--- config.mk ---
export PLATFORM = sky130hd
export DESIGN_NAME = ff_d_pipe
export DESIGN_NICKNAME = d
export VERILOG_FILES = /design/src/rtl/ff_d_pipe.sv
export SDC_FILE = /design/constraint.sdc
export NUM_CORES = 1
export LEC_CHECK = 0
export CAP_MARGIN = 20
export CORE_MARGIN = 2
export CORE_UTILIZATION = 30
export DETAILED_ROUTE_END_ITERATION = 10
export GPL_TIMING_DRIVEN = 0
export PLACE_DENSITY_LB_ADDON = 0.25
export SLEW_MARGIN = 20
export SYNTH_ARGS = -nofsm -noshare
export SYNTH_HDL_FRONTEND = slang
export SYNTH_SLANG_ARGS = --single-unit
--- constraint.sdc ---
create_clock -name clk -period 1.7 [get_ports clk]
set_input_delay 0.425 -clock clk [delete_from_list [all_inputs] [get_ports clk]]
set_output_delay 0.425 -clock clk [all_outputs]
set_load 0.02 [all_outputs]
--- src/rtl/ff_d_pipe.sv ---
// WIDTH-bit, DEPTH-stage registered delay line with per-stage valid tags,
// stall (en), flush, synchronous reset and a registered count of valid stages.
module ff_d_pipe #(
    parameter int unsigned      WIDTH   = 8,
    parameter int unsigned      DEPTH   = 3,
    parameter logic [WIDTH-1:0] RST_VAL = '0,
    localparam int unsigned     OCC_W   = $clog2(DEPTH + 1)
) (
    input  logic             clk,
    input  logic             rst,
    input  logic             en,
    input  logic             flush,
    input  logic [WIDTH-1:0] d,
    input  logic             d_valid,
    output logic [WIDTH-1:0] q,
    output logic             q_valid,
    output logic [OCC_W-1:0] occupancy
);

    logic [WIDTH-1:0] data [DEPTH];
    logic [DEPTH-1:0] vld;
    logic [OCC_W-1:0] occ;
    logic [OCC_W-1:0] occ_next;

    // One word may enter and one may leave per enabled edge, so the count
    // stays within 0..DEPTH and never wraps.
    always_comb begin
        occ_next = occ + OCC_W'(d_valid) - OCC_W'(vld[DEPTH-1]);
    end

    // NOTE: sequential state uses non-blocking assignments so every stage
    // samples its neighbour's pre-edge value, regardless of statement order.
    always_ff @(posedge clk) begin
        if (rst) begin
            // NOTE: the data stages are plain flops, not a RAM, so they are
            // reset too; downstream never sees X after reset.
            for (int i = 0; i < int'(DEPTH); i++) begin
                data[i] <= RST_VAL;
            end
            vld <= '0;
            occ <= '0;
        end else if (flush) begin
            vld <= '0;
            occ <= '0;
        end else if (en) begin
            data[0] <= d;
            vld[0]  <= d_valid;
            for (int i = 1; i < int'(DEPTH); i++) begin
                data[i] <= data[i-1];
                vld[i]  <= vld[i-1];
            end
            occ <= occ_next;
        end
    end

    assign q         = data[DEPTH-1];
    assign q_valid   = vld[DEPTH-1];
    assign occupancy = occ;

endmodule

* Word level (Yosys, flattened, before mapping) *
Memory sizes are Yosys's and may differ from the RTL's.
Index checks and enable logic that the tools add are counted.

word-level totals
  memories kept = 1
  register bits = 5
  output and inout port bits = 11
  RAM bits = 24
  input port bits = 13

memories
  name  depth  bits a word  read ports  clocked after Yosys merged registers in  write ports  line  source
  data  3      8            3           0                                        3            20    logic [WIDTH-1:0] data [DEPTH];

cells by class
  muxes and demuxes = 9
  reduce and logical (&&, ||, !) cells = 1
  add/sub/neg operators = 2
  bitwise operators = 3

operators by type and width
  kind              count
  $mux W8           3
  $mux W1           6
  $or A1 B1 Y1      3
  $add A2 B1 Y2     1
  $reduce_or A2 Y1  1
  $sub A2 B1 Y2     1

* Depth between registers and ports, before layout *
  word-level depth = 5
  mapped depth = 7
  gate-level depth less buffers = 7

* Worst setup path after synthesis *
OpenSTA, ideal clock, no wires.

  path type = register to register
  from = reg occ[0], in the netlist occupancy[0]
  to = reg occ[1], in the netlist occupancy[1]
  stages on the path, launching flop included = 8
  slack = 56 ps
  period minus slack after synthesis = 1,644 ps
  arrival time = 1,585 ps
  setup time = 59 ps
  buffers on the path = 0
  cell sequence = dfxtp_1 -> inv_1 -> ha_1 -> inv_1 -> ha_1 -> xor2_1 -> a2111oi_2 -> a31o_1

on the way
  longest elaborated chain between the ends = 2

ends and longest elaborated chain
  what                      line  source
  start: declaration        22    logic [OCC_W-1:0] occ;
  start signal: assignment  52    occ <= occ_next;
  $add A2 B1 Y2             28    occ_next = occ + OCC_W'(d_valid) - OCC_W'(vld[DEPTH-1]);
  $sub A2 B1 Y2             28

No other way between the ends.
A chain may end at the register's enable or synchronous reset.

==> impl_metrics.ini <==
[sta]
fin_ws_ns = 0.125
min_period_ns = 1.57
holdWs_ns = 0.419
slew_headroom_pct = 79.5
finClkSkew_ns = 0.00307
fmax_ghz = 0.635
tightest_slew_ns = 0.308
setup-violations-final = 0
slew_violations = 0
rsz0062_at_grt = no
post-route-period-util_pct = 92.6
hold_viol_final = 0

[logic_synthesis]
synth_flop_cell = edfxtp_1
yosysMostFrequentCell = edfxtp_1
ys_ff_latch = 29
synth_area_leaders = edfxtp_1, and2_4, dfxtp_1
synth.top_cells.by_count = edfxtp_1, and2_4, buf_4
syn_area_mm2 = 0.00128
ys_warn_count = 0
syn_inst = 85
yosysTopAreaCellShare_pct = 56.1
synthDistinctLibCells = 16
synthArstFlopShare_pct = 0
syn_nets = 100
synth_edf_count = 24
syn_avg_cell_area_um2 = 15.1
ys_seq_area_share_pct = 63.9
yosys.area.top_type = edfxtp_1

[final_layout]
drive_above_1_share_pct = 37.7
final_nets = 128
n_fill_cell = 376
diodes = 0
fin_area_mm2 = 0.00164
syn_to_final_growth_pct = 27.8

[detailed_routing]
drt-initial-drc-count = 10
avgViaCountPerCell = 3.99
ant_nets = 0
num_vias = 655
wire_per_inst_um = 9.86
drcViolationCount = 0
drt_first_pass_iters = 4
drt-total-wl_mm = 1.62

[critical_path]
cp_max_fo = 10
slowest_stage = clkdlybuf4s50_1
cp_slowest_stage_delay_ns = 0.62
critPathKind = input pin to flip-flop
cp.arrival_ns = 1.60
crit_family = buffers and inverters
timing.rr.start = occupancy[0]
crit_required_ns = 1.73
end_kind = flip-flop
crit_buf_inv = 2
rrSetupSlack_ns = 0.17
crit_chain = clkdlybuf4s50_1, nand2b_4, nor2_4, buf_6, and2_4
crit_path_start_kind = input pin
worstSetupStartpoint = flush

[global_routing]
first_global_vias = 633
gr-usage-met1_pct = 7.71
grt_antenna_before_repair = 0
grt_max_degree = 25
grt_usage_pct = 7.76
globalRouteMet2Util_pct = 11.6
busiest_layer = met2
use_met3_pct = 4.51
grt_pass1_wl_mm = 2.70
overflow = 0

[clock_tree]
cts_tree = built
root_buffer = clkbuf_8
clock-sinks = 29
cts_made_buffers = 5
clock_path_buffers = 2
hold_buffers = 0
insertion_delay_ns = 0.27
cts.clk_slew.worst_paths_ns = 0.05
cts-htree-levels = 2

[worst_hold_path]
hold_class = input pin to flip-flop
worstHoldStart = rst

[run]
cap_violations = 0

[placement]
post_dp_cell_area_mm2 = 0.00156
hpwl_mm = 1.16
place_ws_ns = -0.650
port_buffers = 21
gp_congestion = 0.657

[die]
io_pins = 24
die-area_mm2 = 0.00482
start_util_pct = 31.6
rows = 23
core-area_mm2 = 0.00406
die_h_um = 69.4
dieWidth_um = 69.4

[pwr]
power.density_mw_per_mm2 = 902
power.leakage_nw = 0.728
total_power_mw = 1.48
ir_drop_mv = 0.436

[run_status]
status = completed
## layout make-up
type | count | area [um^2] | share of cell area (%)
Inverter | 3 | 11.3 | 0.687
Tap cell | 50 | 62.6 | 3.81
Buffer | 12 | 97.6 | 5.95
Multi-Input combinational cell | 41 | 362 | 22.0
Sequential cell | 29 | 821 | 50.0
Timing Repair Buffer | 21 | 204 | 12.4
Clock buffer | 6 | 72.6 | 4.42
Clock inverter | 2 | 10.0 | 0.610
## registers in the layout (all words and copies together), names as in the netlist
register   count
occupancy      2
data          24
vld            3
## final timing paths
kind | to | cells after the start
worst max-delay path | data[0][6] | 5
worst min register to register | data[0][22] | 1
worst min-delay path | vld[1] | 2
worst max register to register | occupancy[1] | 7
## per-layer routing
layer	share of wire (%)	vias up	wire length, um
li1	-	336	-
met4	4.6	0	74
met2	50	24	806
met1	39	288	626
met5	0	-	0
met3	6.7	7	108
## placed cells by master, fill, tap and decap left out
cell             Yosys  routed
dlygate4sd2_1        0       9
inv_1                3       3
edfxtp_1            24      24
clkbuf_8             0       5
and2_4              20      20
xor2_1               1       1
buf_6                2       2
dfxtp_1              5       5
clkinv_2             0       2
nand2b_4             1       2
a2111oi_2            1       1
nor3_1               5       5
and2_1               4       4
a31o_1               1       1
ha_1                 2       2
dlymetal6s2s_1       0       2
mux2i_1              4       4
nor2_4               1       1
buf_4               10      10
clkbuf_1             0       1
clkdlybuf4s50_1      0      10
## worst register-to-register path, cell delays in order, from the launching register on
cell and delay, ns:
dfxtp_1 0.36, inv_1 0.05, ha_1 0.26, inv_1 0.04
ha_1 0.18, xor2_1 0.16, a2111oi_2 0.30, a31o_1 0.14
## logic make-up after synthesis
group / share of synthesized area, %
AO/OA/AOI/OAI: 1.85
XOR/XNOR: 0.682
multiplexers: 3.12
AND/OR/NAND/NOR: 20.0
flip-flops: 63.9
buffers and inverters: 8.48
adder cells (fa/ha/maj): 1.95
## through the flow
stage	cells	setup TNS (ns)	utilization [%]
after global placement	156	-16.72	38.4
after detailed placement	156	-18.95	38.4
after floorplan	85	0	-
final	164	0	40.4
after global routing	164	0	40.4
after CTS	164	0	40.3
## power by group
part	leakage, nW	switching (mW)	internal, mW
sequential	0.293	0.00977	0.812
clock	0.0450	0.237	0.282
combinational	0.390	0.0626	0.0762
## repair_timing
action / in CTS / in global routing
resized for setup: 11 / 2
endpoints found under the setup margin: 33 / 3
pin swaps: 0 / 1
buffers inserted: 0 / 0
endpoints found under the hold margin: 0 / 0
(Power assumes the default switching activity.)
